<file path="src/rtl/polynomial_finder_lfsr.sv">
// rtl/polynomial_finder_lfsr.sv - finds the Lighthouse-v2 LFSR polynomial and step count linking two sweep words
// Optional feature: define POLY_WINDOW_CHECK_EN to accept only matches near the timestamp-derived step count.
module polynomial_finder_lfsr #(
  parameter int          WINDOW   = 32,
  parameter logic [16:0] MAX_ITER = 17'h1FFFF
) (
  input  logic        clk_96MHz,
  input  logic        reset_n,
  input  logic [23:0] ts_last_data,
  input  logic [23:0] ts_last_data1,
  input  logic [16:0] decoded_data,
  input  logic [16:0] decoded_data1,
  input  logic        enable,
  output logic [16:0] polynomial,
  output logic [16:0] iteration_number,
  output logic        ready
);

  typedef enum logic [1:0] {
    S_IDLE   = 2'd0,
    S_SEARCH = 2'd1,
    S_DONE   = 2'd2
  } state_t;

  localparam logic [16:0] NOT_FOUND_ITER = 17'h1FFFF;

  // Tap masks of the 32 Lighthouse-v2 polynomials, index order matters for priority.
  function automatic logic [16:0] poly_rom(input logic [4:0] idx);
    logic [16:0] p;
    case (idx)
      5'd0:  p = 17'h1D258;  5'd1:  p = 17'h17E04;  5'd2:  p = 17'h1FF6B;  5'd3:  p = 17'h13F67;
      5'd4:  p = 17'h1B9EE;  5'd5:  p = 17'h198D1;  5'd6:  p = 17'h178C7;  5'd7:  p = 17'h18A55;
      5'd8:  p = 17'h15777;  5'd9:  p = 17'h1D911;  5'd10: p = 17'h15769;  5'd11: p = 17'h1991F;
      5'd12: p = 17'h12BD0;  5'd13: p = 17'h1CF73;  5'd14: p = 17'h1365D;  5'd15: p = 17'h197F5;
      5'd16: p = 17'h194A0;  5'd17: p = 17'h1B279;  5'd18: p = 17'h13A34;  5'd19: p = 17'h1AE41;
      5'd20: p = 17'h180D4;  5'd21: p = 17'h17891;  5'd22: p = 17'h12E64;  5'd23: p = 17'h17C72;
      5'd24: p = 17'h19C6D;  5'd25: p = 17'h13F32;  5'd26: p = 17'h1AE14;  5'd27: p = 17'h14E76;
      5'd28: p = 17'h13C97;  5'd29: p = 17'h130CB;  5'd30: p = 17'h13750;  default: p = 17'h1CB8D;
    endcase
    return p;
  endfunction

  // Fibonacci step: parity of tapped bits shifts in at the LSB.
  function automatic logic [16:0] lfsr_step(input logic [16:0] s, input logic [16:0] p);
    return {s[15:0], ^(s & p)};
  endfunction

  state_t      state_q, state_d;
  logic [16:0] poly_q, poly_d;
  logic [16:0] iter_q, iter_d;
  logic        ready_q, ready_d;
  logic        load;

  logic [16:0] lfsr_q [32];
  logic [16:0] k_q;
  logic [16:0] target_q;

  // Compare results are registered so the match decision has a full cycle;
  // this is the extra cycle between "compare at step k" and ready rising.
  logic        hit_q;
  logic [16:0] hit_poly_q;
  logic [16:0] hit_k_q;
  logic        last_q;

  logic        match_any;
  logic [4:0]  match_idx;
  logic        win_ok;
  logic        accept;

`ifdef POLY_WINDOW_CHECK_EN
  localparam logic signed [21:0] WIN = 22'(WINDOW);
  logic [23:0]        ts0_q, ts1_q;
  logic [23:0]        ts_diff;
  logic signed [21:0] dist;

  // Expected step count from the latched timestamps, 16 clocks per LFSR bit; wrap handled by 24-bit subtract.
  always_comb begin
    ts_diff = ts1_q - ts0_q;
    dist    = $signed({5'b0, k_q}) - $signed({2'b0, ts_diff[23:4]});
    win_ok  = (dist <= WIN) && (dist >= -WIN);
  end
`else
  assign win_ok = 1'b1;
`endif

  // Lowest-index LFSR equal to the target wins when several match at the same step.
  always_comb begin
    match_any = 1'b0;
    match_idx = 5'd0;
    for (int i = 31; i >= 0; i--) begin
      if (lfsr_q[i] == target_q) begin
        match_any = 1'b1;
        match_idx = 5'(i);
      end
    end
    accept = match_any && win_ok;
  end

  // Search datapath: load on start, then step all LFSRs and register each step's compare.
  always_ff @(posedge clk_96MHz or negedge reset_n) begin
    if (!reset_n) begin
      for (int i = 0; i < 32; i++) lfsr_q[i] <= '0;
      k_q        <= '0;
      target_q   <= '0;
      hit_q      <= 1'b0;
      hit_poly_q <= '0;
      hit_k_q    <= '0;
      last_q     <= 1'b0;
`ifdef POLY_WINDOW_CHECK_EN
      ts0_q      <= '0;
      ts1_q      <= '0;
`endif
    end else if (load) begin
      for (int i = 0; i < 32; i++) lfsr_q[i] <= decoded_data;
      k_q        <= '0;
      target_q   <= decoded_data1;
      hit_q      <= 1'b0;
      last_q     <= 1'b0;
`ifdef POLY_WINDOW_CHECK_EN
      ts0_q      <= ts_last_data;
      ts1_q      <= ts_last_data1;
`endif
    end else if (state_q == S_SEARCH) begin
      for (int i = 0; i < 32; i++) lfsr_q[i] <= lfsr_step(lfsr_q[i], poly_rom(5'(i)));
      k_q        <= k_q + 17'd1;
      hit_q      <= accept;
      hit_poly_q <= poly_rom(match_idx);
      hit_k_q    <= k_q;
      last_q     <= (k_q == MAX_ITER);
    end
  end

  // Control and result next-state; enable low always wins and clears the result.
  always_comb begin
    state_d = state_q;
    poly_d  = poly_q;
    iter_d  = iter_q;
    ready_d = ready_q;
    load    = 1'b0;
    case (state_q)
      S_IDLE: begin
        if (enable) begin
          state_d = S_SEARCH;
          load    = 1'b1;
        end
      end
      S_SEARCH: begin
        if (!enable) begin
          state_d = S_IDLE;
          poly_d  = '0;
          iter_d  = '0;
          ready_d = 1'b0;
        end else if (hit_q) begin
          state_d = S_DONE;
          poly_d  = hit_poly_q;
          iter_d  = hit_k_q;
          ready_d = 1'b1;
        end else if (last_q) begin
          state_d = S_DONE;
          poly_d  = '0;
          iter_d  = NOT_FOUND_ITER;
          ready_d = 1'b1;
        end
      end
      S_DONE: begin
        if (!enable) begin
          state_d = S_IDLE;
          poly_d  = '0;
          iter_d  = '0;
          ready_d = 1'b0;
        end
      end
      default: begin
        state_d = S_IDLE;
        poly_d  = '0;
        iter_d  = '0;
        ready_d = 1'b0;
      end
    endcase
  end

  // State and registered outputs.
  always_ff @(posedge clk_96MHz or negedge reset_n) begin
    if (!reset_n) begin
      state_q <= S_IDLE;
      poly_q  <= '0;
      iter_q  <= '0;
      ready_q <= 1'b0;
    end else begin
      state_q <= state_d;
      poly_q  <= poly_d;
      iter_q  <= iter_d;
      ready_q <= ready_d;
    end
  end

  assign polynomial       = poly_q;
  assign iteration_number = iter_q;
  assign ready            = ready_q;

endmodule

</file>
<file path="config.mk">
export PLATFORM = sky130hd
export DESIGN_NAME = polynomial_finder_lfsr
export DESIGN_NICKNAME = d
export VERILOG_FILES = /design/src/rtl/polynomial_finder_lfsr.sv
export SDC_FILE = /design/constraint.sdc
export NUM_CORES = 1
export LEC_CHECK = 0
export CELL_PAD_IN_SITES_DETAIL_PLACEMENT = 2
export CELL_PAD_IN_SITES_GLOBAL_PLACEMENT = 2
export CORE_ASPECT_RATIO = 1.4
export CORE_UTILIZATION = 28
export DETAILED_ROUTE_END_ITERATION = 10
export PLACE_DENSITY_LB_ADDON = 0.1
export SLEW_MARGIN = 20
export SYNTH_ARGS = -nofsm -noshare
export SYNTH_HDL_FRONTEND = slang
export SYNTH_SLANG_ARGS = --single-unit
</file>
<file path="constraint.sdc">
create_clock -name clk_96MHz -period 4.5 [get_ports clk_96MHz]
set_clock_uncertainty 0.05 [all_clocks]
set_input_delay 0.9 -clock clk_96MHz [delete_from_list [all_inputs] [get_ports clk_96MHz]]
set_output_delay 0.9 -clock clk_96MHz [all_outputs]
set_load 0.03 [all_outputs]
</file>
* Word level (Yosys, flattened, before mapping) *
Memory sizes are Yosys's and may differ from the RTL's. A register that Yosys moved wholly into a read port is not among the register bits.
Cells that the tools add are included.

operators by class
  equal/unequal tests = 38
  multiplexer cells = 158
  reduce and logical (&&, ||, !) cells = 38
  add/sub/neg operators = 1
  bitwise operators = 34

operators by type and width
  operator                                        count
  two-way mux 17 bit                              73
  two-way mux 544 bit                             2
  bitwise AND 17 bit                              32
  == test 17 bit                                  32
  parity 17 bit                                   32
  two-way mux 5 bit                               32
  case mux 17 bit (3 select lines)                2
  two-way mux 1 bit                               42
  adder 17 x 1 -> 17 bit (second input constant)  1
  == test 17 bit (second input constant)          1
  two-way mux 2 bit                               5
  case mux 2 bit (3 select lines)                 1
  AND reduction 3 bit                             2
  inequality test 2 bit (second input constant)   2
  inequality test 4 bit (second input constant)   1
  case mux 1 bit (3 select lines)                 1
  == test 2 x 1 -> 1 bit (second input constant)  1
  == test 2 bit (second input constant)           1
  zero test 2 bit                                 1
  NOT 1 bit                                       2
  AND reduction 2 bit                             1
  nonzero test 2 bit                              1
  zero test 1 bit                                 1

storage, ports and cells
  register bits after elaboration = 651
  memories = 1
  memory bits (read-only) = 512
  output and inout port bits = 35
  logic and storage cells = 312

memory list
  memory            words  width  rd ports  clocked after Yosys merged registers in  write ports  line  text
  (name not given)  32     16     1         1                                        0            30    case (idx)

* Depth between registers and ports, before layout *
  depth in word-level cells = 35
  mapped depth = 18
  depth with buffers taken out = 14

* Worst setup path before layout *
Ideal clock, no wire load.

  path kind = flip-flop to flip-flop
  start point = register target_q[13]
  end point = register hit_poly_q[2]
  arrival = 3.591 ns
  slack = 0.727 ns
  library setup time = 0.132 ns
  cell stages (with the launch flop) = 18
  data required time = 4.318 ns
  clock period less this slack = 3.773 ns
  cell sequence = dfrtp_1 > buf_6 > buf_6 > buf_6 > xor2_1 > nor4_2 > and4_1 > nor3_1 > a211o_1 > a311oi_2 > buf_6 > buf_2 > ha_1 > clkbuf_1 > nor2_1 > a21oi_1 > a2111oi_0 > o31ai_1

between the ends
  longest elaborated chain between the ends = 33
  elaborated cells on any way between the ends = 64
  classes of those cells = eq/ne: 32; mux: 32

ends and longest elaborated chain
  item                             line  text
  start: declaration               56    logic [16:0] target_q;
  start signal: assignment         116   target_q <= decoded_data1;
  == test 17 bit                   91    if (lfsr_q[i] == target_q) begin
  two-way mux 5 bit (31 in a row)  91
  two-way mux 5 bit *              91
  end: declaration                 61    logic [16:0] hit_poly_q;

Mark *: on every way between the ends. The rest lies on a longest branch, timed or not.
A chain may end at the register's enable or synchronous reset.

* Final worst setup path *
  start point = register target_q[2]
  end point = register hit_poly_q[10]

The elaborated chain is that of the path after synthesis.

==> impl_results.md <==
- Post-synth design cell area: about 37,000 µm²
- Average size of a mapped cell: 8.87 µm²
- I/O pin count: 120
- Clock transition at path regs: 0.06 ns
- Residual DRC: 0
- FF-to-FF End: hit_poly_q[10]
- Number of fillers in the final layout: 14,318
- Placed inst area: 40,600 µm²
- Buffer type at the clock tree root: sky130_fd_sc_hd__clkbuf_16
- Number of distinct library cell variants in the gate-level netlist after synthesis: 83
- Total wire length: 159,000 µm
- Area growth from synthesis to layout: 19.4%
- R2r worst-path depth: 17
- Startpoint class of the critical path: register
- Maximum fanout along the worst path: 7
- Maximum number of pins on one net before global-route repair: between 150 and 200
- Filler-free cell count of the finished design: 6,018
- DR vias: 31,456
- Initial antenna violation count: 5
- Instance count of the mapped netlist: 4,128
- Number of design-rule violations left by the first detailed-router iteration: 1,791
- Peak supply drop: 0.378 mV
- CTS sink count: ~650
- Reg area: 16,400 µm²
- Post-synthesis sequential area ratio: 0.445
- Layout cells sized above 1: 0.114
- Syn. warnings: 0
- Worst setup timing slack at the placement stage: -0.224 ns
- Least-Margin Pin Slew: roughly 1.2 ns
- Top flip-flop cell by instance count after synthesis: sky130_fd_sc_hd__dfrtp_1
- DP Cell Count: approximately 5,800
- Reg-to-Reg Start: target_q[2]
- Vert. Die Dim: between 400 and 500 µm
- Critical path type: register to register
- Post-synthesis register bit count: 651
- Skew-Pair Late Insertion Delay: 0.68 ns
- Remaining max-slew budget at the tightest pin: 0.169
- Clock period minus final worst setup slack: around 4.3 ns
- Number of buffers added on ports: 71
- Max-slew violation total from the final report: 0
- Setup slack on the worst flop-to-flop path: around 0.22 ns
- Width of the chip: 308 µm
- Ratio of total power to cell area: approximately 900 nW/µm²
- Post-route standard cell area excluding fillers: ~44,000 µm²
- Number of nets in the synthesized netlist: 4,220
- Area of the die: 132,000 µm²
- Num CTS Buffers: just under 80
- Total power: 38.4 mW
- Class of the most critical hold timing path: primary input to async pin
- Number of max-cap violations: 0
- Period utilisation layout: 0.951
- Via count normalized by instance count: 5.23
- Number of detailed-routing iterations run before antenna repair: 4
- Kind of end point of the critical path: register
- Core box area: 129,000 µm²
- Row cnt: 156
- Total leakage power: 17.7 nW
- Antenna-violating nets left: 0
- Layout Utilization: 0.338
- Via count of the first global-routing pass: 34,345
- CTS tree: done
- Result of the run: complete, no violations
- Number of H-tree levels: 3
- Final Hold Slack: roughly 0.16 ns
- Detailed placement HPWL: 96,100 µm
- Final critical-path setup slack: 0.219 ns
- Fmax: 0.234 GHz
- Number of synthesized flops with an enable pin: 0
- Total Neg Setup Slack: 0 ns
- Routed wire length per instance: 26.3 µm
- Number of hold violations in the final report: 0
- Data required, critical path: ~5.0 ns
- Worst path arrival time: 4.78 ns
- Final setup viols: 0
- Overall routing resource usage: 0.241
- Total global routing overflow: 0
- Worst-case clock buffer depth: 3
- Initial standard-cell utilization of the core: 0.283
- Layout Nets: 4,312
- Combined area of the multi-input logic cells: 18,900 µm²
- Global placer's final weighted congestion: 0.792
- Wire length of the first global-routing pass: 238,000 µm
- Share of synthesized registers carrying an async set or reset: 1.00
cells in the final DEF, fill, tap and decap left out, drive strengths merged, types with 7 or more instances in the layout:
cell type / synthesis / final
a211oi: 12 / 12
and3: 12 / 12
clkdlybuf4s50: 0 / 70
nand2b: 27 / 27
o21ai: 56 / 56
nand2: 1179 / 1179
nand3: 49 / 49
a31oi: 519 / 519
a21oi: 50 / 50
inv: 5 / 8
nor4: 54 / 54
xor2: 241 / 241
nor2: 87 / 87
xnor2: 574 / 574
clkbuf: 258 / 117
nand4: 84 / 84
dfrtp: 651 / 651
ha: 7 / 7
clkinv: 0 / 10
a22o: 36 / 36
buf: 81 / 280
nor3: 42 / 42
bufinv: 0 / 7
and2: 12 / 12
or2: 7 / 7
what timing repair did:
item                       in CTS  in global routing
setup endpoints to repair       8                  8
hold buffers                    0                  0
gates resized for setup         2                 17
setup buffers                   7                 30
pin swaps                       0                  6
cell families (layout without fill, tap and decap cells):
kind of cell             count (synthesis)  in the layout  share of synthesized area
AO/OA/AOI/OAI                          734            734                      0.130
flip-flops                             651            651                      0.445
XOR/XNOR                               815            815                      0.195
multiplexers                             4              4                    0.00113
adder cells (fa/ha/maj)                  7              7                    0.00239
other                                    0              3                          0
buffers and inverters                  344            493                     0.0457
AND/OR/NAND/NOR                       1573           1573                      0.182
critical path, stage by stage (launching register included):
cell	delay, ns
sky130_fd_sc_hd__dfrtp_4	0.61
sky130_fd_sc_hd__buf_4	0.20
sky130_fd_sc_hd__xor2_1	0.14
sky130_fd_sc_hd__nor4_1	0.34
sky130_fd_sc_hd__nand3_1	0.19
sky130_fd_sc_hd__nor4_4	0.21
sky130_fd_sc_hd__buf_4	0.20
sky130_fd_sc_hd__o311ai_1	0.11
sky130_fd_sc_hd__buf_4	0.18
sky130_fd_sc_hd__a2111oi_4	0.27
sky130_fd_sc_hd__buf_4	0.20
sky130_fd_sc_hd__o21a_2	0.17
sky130_fd_sc_hd__o21a_4	0.18
sky130_fd_sc_hd__ha_1	0.25
sky130_fd_sc_hd__buf_4	0.18
sky130_fd_sc_hd__a21o_4	0.23
sky130_fd_sc_hd__nand2b_1	0.14
sky130_fd_sc_hd__a221o_1	0.28
registers in the layout (all words and copies together), names as in the netlist:
| signal | cells |
|---|---|
| lfsr_q | 544 |
| polynomial | 17 |
| hit_k_q | 17 |
| ready | 1 |
| k_q | 17 |
| iteration_number | 17 |
| target_q | 17 |
| last_q | 1 |
| state_q | 2 |
| hit_poly_q | 17 |
| hit_q | 1 |
cell type report:
cell class | instances | area share
tap | 1738 | 0.0497
antenna | 3 | 0.000172
timing repair buffer | 350 | 0.0813
clock buffer | 117 | 0.0540
clock inverter | 21 | 0.00781
multi-input combinational | 3133 | 0.433
inverter | 5 | 0.000486
sequential | 651 | 0.374
power breakdown:
| group | switching (mW) | internal, mW |
|---|---|---|
| Sequential | 3.87 | 8.65 |
| Clock | 2.83 | 4.03 |
| Combinational | 10.3 | 8.75 |
| Total | 17.0 | 21.4 |
worst max-delay path by stage:
stage,start,end,depth (start not counted)
4_1_cts,target_q[7],hit_poly_q[11],16
3_5_place_dp,target_q[1],hit_poly_q[11],16
6_report,target_q[2],hit_poly_q[10],17
3_3_place_gp,target_q[12],hit_poly_q[11],16
5_1_grt,target_q[10],hit_poly_q[2],18
2_1_floorplan,target_q[13],hit_poly_q[2],17
synthesized netlist by cell type (3+ instances only):
| cell type | n | share of area |
|---|---|---|
| sky130_fd_sc_hd__nor3b_1 | 3 | 0.00061 |
| sky130_fd_sc_hd__and2_1 | 9 | 0.0015 |
| sky130_fd_sc_hd__dfrtp_1 | 651 | 0.44 |
| sky130_fd_sc_hd__o31ai_1 | 4 | 0.00082 |
| sky130_fd_sc_hd__buf_6 | 36 | 0.011 |
| sky130_fd_sc_hd__buf_1 | 3 | 0.00031 |
| sky130_fd_sc_hd__a211oi_1 | 11 | 0.0023 |
| sky130_fd_sc_hd__o21ai_0 | 55 | 0.0075 |
| sky130_fd_sc_hd__nor2b_1 | 3 | 0.00051 |
| sky130_fd_sc_hd__and3_1 | 12 | 0.0020 |
| sky130_fd_sc_hd__o311ai_1 | 3 | 0.00072 |
| sky130_fd_sc_hd__nor2_1 | 87 | 0.0089 |
| sky130_fd_sc_hd__nor4_1 | 49 | 0.0084 |
| sky130_fd_sc_hd__o22ai_1 | 4 | 0.00068 |
| sky130_fd_sc_hd__nand3_1 | 49 | 0.0067 |
| sky130_fd_sc_hd__buf_4 | 17 | 0.0035 |
| sky130_fd_sc_hd__ha_1 | 7 | 0.0024 |
| sky130_fd_sc_hd__nor4_2 | 3 | 0.0010 |
| sky130_fd_sc_hd__nand2_1 | 1178 | 0.12 |
| sky130_fd_sc_hd__and4_1 | 4 | 0.00096 |
| sky130_fd_sc_hd__a22o_1 | 36 | 0.0086 |
| sky130_fd_sc_hd__clkbuf_1 | 257 | 0.026 |
| sky130_fd_sc_hd__or3_1 | 4 | 0.00068 |
| sky130_fd_sc_hd__o211ai_1 | 6 | 0.0012 |
| sky130_fd_sc_hd__or2_2 | 6 | 0.0010 |
| sky130_fd_sc_hd__nor3_1 | 40 | 0.0055 |
| sky130_fd_sc_hd__xor2_1 | 241 | 0.058 |
| sky130_fd_sc_hd__a22oi_1 | 3 | 0.00061 |
| sky130_fd_sc_hd__a21oi_1 | 50 | 0.0068 |
| sky130_fd_sc_hd__mux2i_1 | 3 | 0.00082 |
| sky130_fd_sc_hd__a21o_1 | 4 | 0.00082 |
| sky130_fd_sc_hd__xnor2_1 | 574 | 0.14 |
| sky130_fd_sc_hd__nand2b_1 | 27 | 0.0046 |
| sky130_fd_sc_hd__inv_1 | 3 | 0.00031 |
| sky130_fd_sc_hd__a31oi_1 | 519 | 0.089 |
| sky130_fd_sc_hd__nand4_1 | 84 | 0.014 |
| sky130_fd_sc_hd__buf_2 | 24 | 0.0033 |
layer usage:
metal | vias to the layer above | part of all wire | global-route usage
li1 | 14168 | - | -
met1 | 16715 | 0.46 | 0.329
met2 | 435 | 0.49 | 0.411
met3 | 138 | 0.026 | 0.0192
met4 | 0 | 0.019 | 0.0564
met5 | - | 0 | 0
Note: power is estimated with default switching activity, not from simulation.
